$ cat src/rtl/step_sequencer_if.sv
// Bundles the step sequencer's slow-clock, control and status signals.
// The master side drives the inputs and watches the step strobes; the slave side is the sequencer.
interface step_sequencer_if #(
  parameter int IDX_W = 3
);
  logic             clk_1Hz;
  logic             start;
  logic             pause;
  logic             step_btn;
  logic             step_pulse;
  logic [IDX_W-1:0] step_idx;
  logic             busy;
  logic             done;
  logic             sec_led;

  modport master (
    output clk_1Hz, start, pause, step_btn,
    input  step_pulse, step_idx, busy, done, sec_led
  );

  modport slave (
    input  clk_1Hz, start, pause, step_btn,
    output step_pulse, step_idx, busy, done, sec_led
  );
endinterface

$ cat src/rtl/step_sequencer.sv
// Converts the 1 Hz divider output into one-cycle step strobes in the 50 MHz domain and walks
// the coprocessor through a NUM_STEPS sequence, with pause and a debounced single-step button.
module step_sequencer #(
  parameter int NUM_STEPS  = 8,
  parameter int IDX_W      = 3,
  parameter int DEB_CYCLES = 1_000_000
) (
  input  logic           clk_50MHz,
  input  logic           reset,
  step_sequencer_if.slave bus
);

  localparam int               CNT_W    = (DEB_CYCLES > 1) ? $clog2(DEB_CYCLES) : 1;
  localparam logic [CNT_W-1:0] DEB_LAST = CNT_W'(DEB_CYCLES - 1);
  localparam logic [IDX_W-1:0] IDX_LAST = IDX_W'(NUM_STEPS - 1);

  typedef enum logic [1:0] {
    IDLE   = 2'd0,
    RUN    = 2'd1,
    PAUSED = 2'd2,
    DONE   = 2'd3
  } state_t;

  // Slow-clock synchronizer and edge detector
  logic hz_s1, hz_s2, hz_prev;
  logic tick;

  // Button synchronizer and debouncer
  logic             btn_s1, btn_s2;
  logic             deb_state;
  logic [CNT_W-1:0] deb_cnt;
  logic             step_req;

  // Start edge detector
  logic start_q;
  logic start_rise;

  // Sequencer FSM
  state_t           state, state_next;
  logic [IDX_W-1:0] idx, idx_next;
  logic             pulse, pulse_next;
  logic             busy_q, done_q;

  assign tick       = hz_s2 & ~hz_prev;
  assign start_rise = bus.start & ~start_q;

  // Two-flop sync of clk_1Hz plus a delayed copy for rising-edge detection
  always_ff @(posedge clk_50MHz) begin
    if (reset) begin
      hz_s1   <= 1'b0;
      hz_s2   <= 1'b0;
      hz_prev <= 1'b0;
    end else begin
      hz_s1   <= bus.clk_1Hz;
      hz_s2   <= hz_s1;
      hz_prev <= hz_s2;
    end
  end

  // Remember the previous start level so only a rising edge (re)starts a sequence
  always_ff @(posedge clk_50MHz) begin
    if (reset) begin
      start_q <= 1'b0;
    end else begin
      start_q <= bus.start;
    end
  end

  // Two-flop sync of the raw button
  always_ff @(posedge clk_50MHz) begin
    if (reset) begin
      btn_s1 <= 1'b0;
      btn_s2 <= 1'b0;
    end else begin
      btn_s1 <= bus.step_btn;
      btn_s2 <= btn_s1;
    end
  end

  // Accept a button change only after it has been stable for DEB_CYCLES; flag each new press
  always_ff @(posedge clk_50MHz) begin
    if (reset) begin
      deb_state <= 1'b0;
      deb_cnt   <= '0;
      step_req  <= 1'b0;
    end else begin
      step_req <= 1'b0;
      if (btn_s2 == deb_state) begin
        deb_cnt <= '0;
      end else if (deb_cnt == DEB_LAST) begin
        deb_state <= btn_s2;
        deb_cnt   <= '0;
        step_req  <= btn_s2;
      end else begin
        deb_cnt <= deb_cnt + CNT_W'(1);
      end
    end
  end

  // Next-state, next-index and strobe decode; pause outranks tick, the last step parks in DONE
  always_comb begin
    state_next = state;
    idx_next   = idx;
    pulse_next = 1'b0;
    unique case (state)
      IDLE: begin
        idx_next = '0;
        if (start_rise) begin
          state_next = RUN;
        end
      end
      RUN: begin
        if (bus.pause) begin
          state_next = PAUSED;
        end else if (tick) begin
          pulse_next = 1'b1;
          if (idx == IDX_LAST) begin
            state_next = DONE;
          end else begin
            idx_next = idx + IDX_W'(1);
          end
        end
      end
      PAUSED: begin
        if (!bus.pause) begin
          state_next = RUN;
        end
        if (step_req) begin
          pulse_next = 1'b1;
          if (idx == IDX_LAST) begin
            state_next = DONE;
          end else begin
            idx_next = idx + IDX_W'(1);
          end
        end
      end
      DONE: begin
        if (start_rise) begin
          state_next = RUN;
          idx_next   = '0;
        end
      end
      default: begin
        state_next = IDLE;
        idx_next   = '0;
      end
    endcase
  end

  // State, index and registered outputs; busy/done decode the state being entered so they
  // line up with the registered state
  always_ff @(posedge clk_50MHz) begin
    if (reset) begin
      state  <= IDLE;
      idx    <= '0;
      pulse  <= 1'b0;
      busy_q <= 1'b0;
      done_q <= 1'b0;
    end else begin
      state  <= state_next;
      idx    <= idx_next;
      pulse  <= pulse_next;
      busy_q <= (state_next == RUN) || (state_next == PAUSED);
      done_q <= (state_next == DONE);
    end
  end

  // The strobe carries the index it was issued for; idx has already advanced by then
  logic [IDX_W-1:0] pulse_idx;

  // Hold the index of the issued step so step_idx is valid while step_pulse is high
  always_ff @(posedge clk_50MHz) begin
    if (reset) begin
      pulse_idx <= '0;
    end else begin
      pulse_idx <= pulse_next ? idx : idx_next;
    end
  end

  assign bus.step_pulse = pulse;
  assign bus.step_idx   = pulse_idx;
  assign bus.busy       = busy_q;
  assign bus.done       = done_q;
  assign bus.sec_led    = hz_s2;

endmodule
$ cat src/flat_wrapper.sv
// flat-port wrapper written by rule: the top's interface ports become plain ports
module step_sequencer_flat 
#(
  parameter int NUM_STEPS  = 8,
  parameter int IDX_W      = 3,
  parameter int DEB_CYCLES = 1_000_000
)
  (clk_50MHz, reset, bus_clk_1Hz, bus_start, bus_pause, bus_step_btn, bus_step_pulse, bus_step_idx, bus_busy, bus_done, bus_sec_led);
  step_sequencer_if #(.IDX_W(IDX_W)) bus_i ();
  input  logic clk_50MHz;
  input  logic reset;
  input wire logic [$bits(bus_i.clk_1Hz)-1:0] bus_clk_1Hz;
  input wire logic [$bits(bus_i.start)-1:0] bus_start;
  input wire logic [$bits(bus_i.pause)-1:0] bus_pause;
  input wire logic [$bits(bus_i.step_btn)-1:0] bus_step_btn;
  output wire logic [$bits(bus_i.step_pulse)-1:0] bus_step_pulse;
  output wire logic [$bits(bus_i.step_idx)-1:0] bus_step_idx;
  output wire logic [$bits(bus_i.busy)-1:0] bus_busy;
  output wire logic [$bits(bus_i.done)-1:0] bus_done;
  output wire logic [$bits(bus_i.sec_led)-1:0] bus_sec_led;
  assign bus_i.clk_1Hz = bus_clk_1Hz;
  assign bus_i.start = bus_start;
  assign bus_i.pause = bus_pause;
  assign bus_i.step_btn = bus_step_btn;
  assign bus_step_pulse = bus_i.step_pulse;
  assign bus_step_idx = bus_i.step_idx;
  assign bus_busy = bus_i.busy;
  assign bus_done = bus_i.done;
  assign bus_sec_led = bus_i.sec_led;
  step_sequencer #(.NUM_STEPS(NUM_STEPS), .IDX_W(IDX_W), .DEB_CYCLES(DEB_CYCLES)) u_core (.clk_50MHz(clk_50MHz), .reset(reset), .bus(bus_i));
endmodule
$ cat config.mk
export PLATFORM = sky130hd
export DESIGN_NAME = step_sequencer_flat
export DESIGN_NICKNAME = d
export VERILOG_FILES = /design/src/rtl/step_sequencer_if.sv /design/src/rtl/step_sequencer.sv /design/src/flat_wrapper.sv
export SDC_FILE = /design/constraint.sdc
export NUM_CORES = 1
export LEC_CHECK = 0
export CELL_PAD_IN_SITES_DETAIL_PLACEMENT = 1
export CELL_PAD_IN_SITES_GLOBAL_PLACEMENT = 2
export CORE_AREA = 5 5 76 78
export DETAILED_ROUTE_END_ITERATION = 8
export DIE_AREA = 0 0 81 83
export PLACE_DENSITY = 0.89
export SETUP_SLACK_MARGIN = 0.5
export SLEW_MARGIN = 10
export SYNTH_ARGS = -nofsm -noshare
export SYNTH_HDL_FRONTEND = slang
export SYNTH_SLANG_ARGS = --single-unit
$ cat constraint.sdc
create_clock -name clk_50MHz -period 4.5 [get_ports clk_50MHz]
set_input_delay 0.9 -clock clk_50MHz [delete_from_list [all_inputs] [get_ports clk_50MHz]]
set_output_delay 0.9 -clock clk_50MHz [all_outputs]
set_load 0.02 [all_outputs]
==> results.json, run 1 <==
{
  "slew_viol_final": 0,
  "synth_area_sq_um": 1870,
  "routed_wl_mm": 4.14,
  "clock_skew_ps": 7.86,
  "synthCells": 207,
  "drive_gt1_frac": 0.0864,
  "die_x_um": 81,
  "min_period_ps": 2300,
  "routabilityCongestion": 0.776,
  "initial_core_util": 0.373,
  "antenna_found_initial": 0,
  "cts_root_buf": "clkbuf_8",
  "critical_path_class": "input port to flop",
  "yosys_warnings": 0,
  "r2r_start": "u_core.idx[0]",
  "cp.required_ps": 4660,
  "fillers": 610,
  "cts_resized": 0,
  "utilization": 0.426,
  "synthesis.nets": 220,
  "rr_worst_depth": 6,
  "clkTransAtPathRegs_ps": 80,
  "seqCellArea_sq_um": 781,
  "post_cts_buffers": 0,
  "cts_inserted_buffers": 5,
  "avgSynthCellArea_sq_um": 9.04,
  "drt-wirelength-per-cell_um": 14.3,
  "crit_path_end": "u_core.bus.busy",
  "ys_seq_area_frac": 0.417,
  "dr_total_vias": 1560,
  "ff2ff_setup_slack_ps": 2470,
  "cts_tree": "built",
  "boundaryPins": 13,
  "coreArea_sq_um": 5010,
  "ys_types": 49,
  "min_path_cells": 1,
  "postPlaceCellArea_sq_um": 2040,
  "antenna_cells": 0,
  "synth-main-ff-cell": "dfxtp_1",
  "multi_input_area_sq_um": 1010,
  "slew_headroom": 0.470,
  "ant_nets": 0,
  "worst_pin_slew_ps": 795,
  "grt_setup_unrepaired": "no",
  "power.share.clock": 0.301,
  "cellLeakagePower_nw": 0.716,
  "fin_crit_sh": 0.511,
  "ys_seq_elements": 39,
  "worstHoldPathType": "flop to flop",
  "clockBufferDepth": 2,
  "cts_sinks": 39,
  "grt-ovfl-total": 0,
  "switching_power_uw": 268,
  "crit_path_start_kind": "input port",
  "arrival_ps": 2460,
  "path_max_fanout": 5,
  "portBuffers": 12,
  "setup_tns_ps": 0,
  "ctsHtreeMaxLevel": 2,
  "r2r_end": "u_core.bus.busy",
  "p_sw_frac": 0.328,
  "critPathSlowestCell": "clkdlybuf4s50_1",
  "seqPwrFrac": 0.454,
  "combPwrFrac": 0.245,
  "grt_pass1_wl_mm": 7.12,
  "first_pass_iters": 4,
  "setup_viol": 0,
  "fmax_ghz": 0.435,
  "end_kind": "flop",
  "drc": 0,
  "die_height_um": 83,
  "design_area_sq_um": 2130,
  "viasPerCell": 5.38,
  "intPower_uw": 549,
  "cpPeakStageDelay_ps": 550,
  "clk_latency_ps": 300,
  "dp.final_hpwl_mm": 3.02,
  "status": "complete, no violations",
  "vdd_drop_max_mv": 0.160,
  "crit_path_start": "bus_pause",
  "async_flop_share": 0,
  "grt_usage": 0.133,
  "syn2layout_area_growth_pct": 14.1,
  "cts_hold_buf": 0,
  "synth_edf_count": 0,
  "grt_pass1_vias": 1506,
  "grt_max_degree": 20,
  "p_per_area_nw_per_um2": 383,
  "initialDrtViolationCount": 49,
  "path_cells": "clkdlybuf4s50_1 > nand3_1 > a211oi_1 > a21oi_1 > ha_1 > nor2b_1",
  "row_count": 26,
  "cap_violations": 0,
  "timing.final.hold_violations": 0,
  "nets": 232,
  "die-area_sq_um": 6720
}
[synthesized netlist by cell type (2+ instances only)]
| cell | n | area share |
|---|---|---|
| nor3b_1 | 3 | 0.012 |
| xnor2_1 | 7 | 0.033 |
| o21ai_0 | 9 | 0.024 |
| nand4_1 | 3 | 0.010 |
| nand4b_1 | 2 | 0.0094 |
| inv_1 | 10 | 0.020 |
| nand2_1 | 11 | 0.022 |
| a31oi_1 | 3 | 0.010 |
| clkbuf_1 | 5 | 0.010 |
| xor2_1 | 5 | 0.023 |
| or3_2 | 2 | 0.0080 |
| and3_1 | 3 | 0.010 |
| a211oi_1 | 4 | 0.016 |
| nor4b_1 | 2 | 0.0094 |
| o211ai_1 | 2 | 0.0080 |
| or4_1 | 2 | 0.0080 |
| nand4_4 | 2 | 0.023 |
| a21oi_1 | 16 | 0.043 |
| a21o_1 | 2 | 0.0080 |
| and2_1 | 3 | 0.010 |
| nor2b_1 | 9 | 0.030 |
| nand3_1 | 10 | 0.027 |
| o31ai_1 | 3 | 0.012 |
| nor3_1 | 2 | 0.0054 |
| dfxtp_1 | 39 | 0.42 |
| or3_1 | 3 | 0.010 |
| ha_1 | 7 | 0.047 |
| nor2_1 | 16 | 0.032 |
| and3_2 | 2 | 0.0080 |
[logic make-up after synthesis]
logic type,Yosys count,synth area share
xor+xnor,12,0.0562
flops,39,0.417
compound gates,50,0.172
simple gates,82,0.268
buf+inv,17,0.0401
fa+ha+maj,7,0.0468
[cells in the final DEF (no fill, tap or decap), types with 2 or more instances in the layout]
master / instances
dfxtp_1: 39
a21oi_1: 16
nor2_1: 16
clkdlybuf4s50_1: 12
nand2_1: 11
inv_1: 10
nand3_1: 10
nor2b_1: 9
o21ai_0: 9
xnor2_1: 7
ha_1: 7
xor2_1: 5
clkbuf_8: 5
a211oi_1: 4
a31oi_1: 3
and3_1: 3
and2_1: 3
nor3b_1: 3
nand4_1: 3
o31ai_1: 3
or3_1: 3
nand4b_1: 2
nor4b_1: 2
a21o_1: 2
o211ai_1: 2
nand4_4: 2
or4_1: 2
and3_2: 2
or3_2: 2
nor3_1: 2
clkinv_4: 2
[registers in the layout, summed over array words and instances (netlist names), 2 cells and up]
name,flops
u_core.state,2
u_core.idx,3
u_core.deb_cnt,20
u_core.bus.step_idx,3
[worst min path at each step]
stage / endpoint / from
after floorplan: u_core.btn_s2 / u_core.btn_s1
after global placement: u_core.btn_s2 / u_core.btn_s1
after detailed placement: u_core.bus.sec_led / u_core.hz_s1
after CTS: u_core.bus.sec_led / u_core.hz_s1
after global routing: u_core.bus.sec_led / u_core.hz_s1
final: u_core.bus.sec_led / u_core.hz_s1
[through the flow]
step	instances	hold WS [ps]	total power, mW	setup slack, ps
floorplan	207	414	0.515	2580
global placement	282	420	0.569	1900
finish	290	449	0.817	2200
detailed placement	282	438	0.577	1850
CTS	290	455	0.827	2180
global route	290	469	0.875	2070
[worst max-delay path, delay by kind of cell]
kind	cells	cell delay (ps)
AO/OA/AOI/OAI	2	480
AND/OR/NAND/NOR	2	230
buffers and inverters	1	550
adder cells (fa/ha/maj)	1	300
[per-layer routing]
metal,track usage,routed length [um],part of all wire
met5,0,0,0
met2,0.207,1950,0.47
met1,0.175,1990,0.48
met3,0.0271,137,0.033
met4,0.0599,67,0.016
[power by group through the flow]
stage	clock, mW	sequential [mW]	combinational (mW)
6_report	0.246	0.371	0.200
5_1_grt	0.272	0.374	0.229
4_1_cts	0.257	0.371	0.199
3_5_place_dp	0	0.379	0.198
3_3_place_gp	0	0.378	0.191
2_1_floorplan	0	0.384	0.132
[area by class of cell]
class,instances,area share
clock inverters,3,0.0117
clock buffers,5,0.0322
multi-input cells,151,0.475
repair buffers,12,0.0563
flip-flops and latches,39,0.366
inverters,10,0.0176
well taps,70,0.0410
No activity file was read; power rests on OpenSTA's default activity.
==> inputs of run 2 (changes only) <==
Settings changed: CORE_AREA 5 5 76 78 to 5 5 83 85, DIE_AREA 0 0 81 83 to 0 0 88 90, PLACE_DENSITY 0.89 to 0.8.
Clock period 4.5 ns to 2 ns, I/O delays scaled along.
==> results.json, run 2 (synthesis gave the netlist of run 1 again) <==
{
  "status": "complete, no violations",
  "arrival_ps": 1820,
  "die_x_um": 88,
  "worstHoldPathType": "flop to flop",
  "cp.required_ps": 2190,
  "first_pass_iters": 3,
  "highest_layer": "met4",
  "routed_wl_mm": 5.62,
  "initialDrtViolationCount": 69,
  "final_cell_mix": "26 x buf_4, 22 x dfxtp_1, 10 x nand2_1, 10 x a21oi_2",
  "fillers": 684,
  "cts_inserted_buffers": 5,
  "grt_pass1_wl_mm": 8.18,
  "dr_wl_met3_um": 126,
  "ctsHtreeMaxLevel": 2,
  "intPower_mw": 1.59,
  "timing.final.hold_violations": 0,
  "clockBufferDepth": 2,
  "boundaryPins": 13,
  "nets": 269,
  "grt_pass1_vias": 1684,
  "syn2layout_area_growth_pct": 54.0,
  "grt-ovfl-total": 0,
  "worst_pin_slew_ps": 359,
  "slew_headroom": 0.760,
  "antenna_found_initial": 0,
  "slew_viol_final": 0,
  "top_register": "u_core.deb_cnt",
  "cts_hold_buf": 0,
  "cap_violations": 0,
  "clkTransAtPathRegs_ps": 80,
  "dr_total_vias": 1750,
  "p_sw_frac": 0.329,
  "end_kind": "flop",
  "cts_sinks": 39,
  "critical_path_class": "input port to flop",
  "drive_gt1_frac": 0.494,
  "fin_crit_sh": 0.818,
  "initial_core_util": 0.305,
  "final_common_cell": "buf_4",
  "coreArea_sq_um": 6130,
  "cts_root_buf": "clkbuf_8",
  "utilization": 0.470,
  "ant_nets": 0,
  "total_power_mw": 2.37,
  "dp.final_hpwl_mm": 3.11,
  "min_period_ps": 1640,
  "largest_reg_flops": 20,
  "path_max_fanout": 4,
  "setup_viol": 0,
  "clock_skew_ps": 5.51,
  "grt_setup_unrepaired": "yes",
  "combPwrFrac": 0.348,
  "die_height_um": 90,
  "p_per_area_nw_per_um2": 823,
  "clk_latency_ps": 300,
  "grt_max_degree": 19,
  "row_count": 29,
  "portBuffers": 12,
  "grt_usage": 0.129,
  "pre_cts_slack_ps": 25.8,
  "drc": 0,
  "drt-wirelength-per-cell_um": 16.8,
  "dr_wl_met2_mm": 3.08,
  "cts_tree": "built",
  "antenna_cells": 0,
  "switching_power_uw": 779,
  "viasPerCell": 5.24,
  "crit_path_start_kind": "input port",
  "seqPwrFrac": 0.360,
  "routabilityCongestion": 0.810,
  "setup_tns_ps": 0,
  "wl_met1_mm": 2.28,
  "setup_ws_ps": 365,
  "vdd_drop_max_mv": 0.493,
  "die-area_sq_um": 7920,
  "cellLeakagePower_nw": 1.02,
  "fmax_ghz": 0.612,
  "power.share.clock": 0.291
}
## run 2: power groups by stage
stage	Clock (mW)	Combinational, mW	Sequential (mW)
after global placement	0	0.473	0.855
final	0.690	0.826	0.854
after global routing	0.746	0.881	0.860
after floorplan	0	0.327	0.868
after CTS	0.709	0.646	0.858
after detailed placement	0	0.477	0.858
## run 2: final timing paths
path	depth (start not counted)	start	slack [ps]	endpoint
max	7	bus_start	360	u_core.bus.busy
min	1	u_core.hz_s1	440	u_core.bus.sec_led
max reg2reg	7	u_core.state[0]	370	u_core.bus.busy
min reg2reg	1	u_core.hz_s1	440	u_core.bus.sec_led
## run 2: final cells by class
type	instances	area, sq um	area share
clock inverter	3	47.5	0.0165
multi-input combinational	151	1350	0.469
clock buffer	5	68.8	0.0239
sequential	39	822	0.285
tap	77	96.3	0.0334
timing repair buffer	49	454	0.158
inverter	10	42.5	0.0148
## run 2: what timing repair did
item / in CTS / in global routing
setup endpoints to repair: 35 / 29
resized for setup: 62 / 48
setup buffers: 14 / 18
pin swaps: 17 / 23
gates cloned: 1 / 0
## run 2: metrics by stage
stage                     area [sq um]  hold slack [ps]  cells
final                             2880              443    334
after global routing              2880              454    334
after detailed placement          2120              427    293
after global placement            2120              416    293
after CTS                         2580              453    316
after floorplan                   1920              414    207
## run 2: per-layer routing
layer | track usage | up-vias
met3 | 0.0302 | 12
met4 | 0.0486 | 0
met5 | 0 | -
li1 | - | 851
met2 | 0.220 | 17
met1 | 0.152 | 870
## run 2: critical path, cell delays in order
cell and delay (ps):
clkdlybuf4s50_1 480, nand2b_1 160, a21oi_2 230, a211oi_4 50, a21oi_1 130, ha_1 240, nor2b_1 120
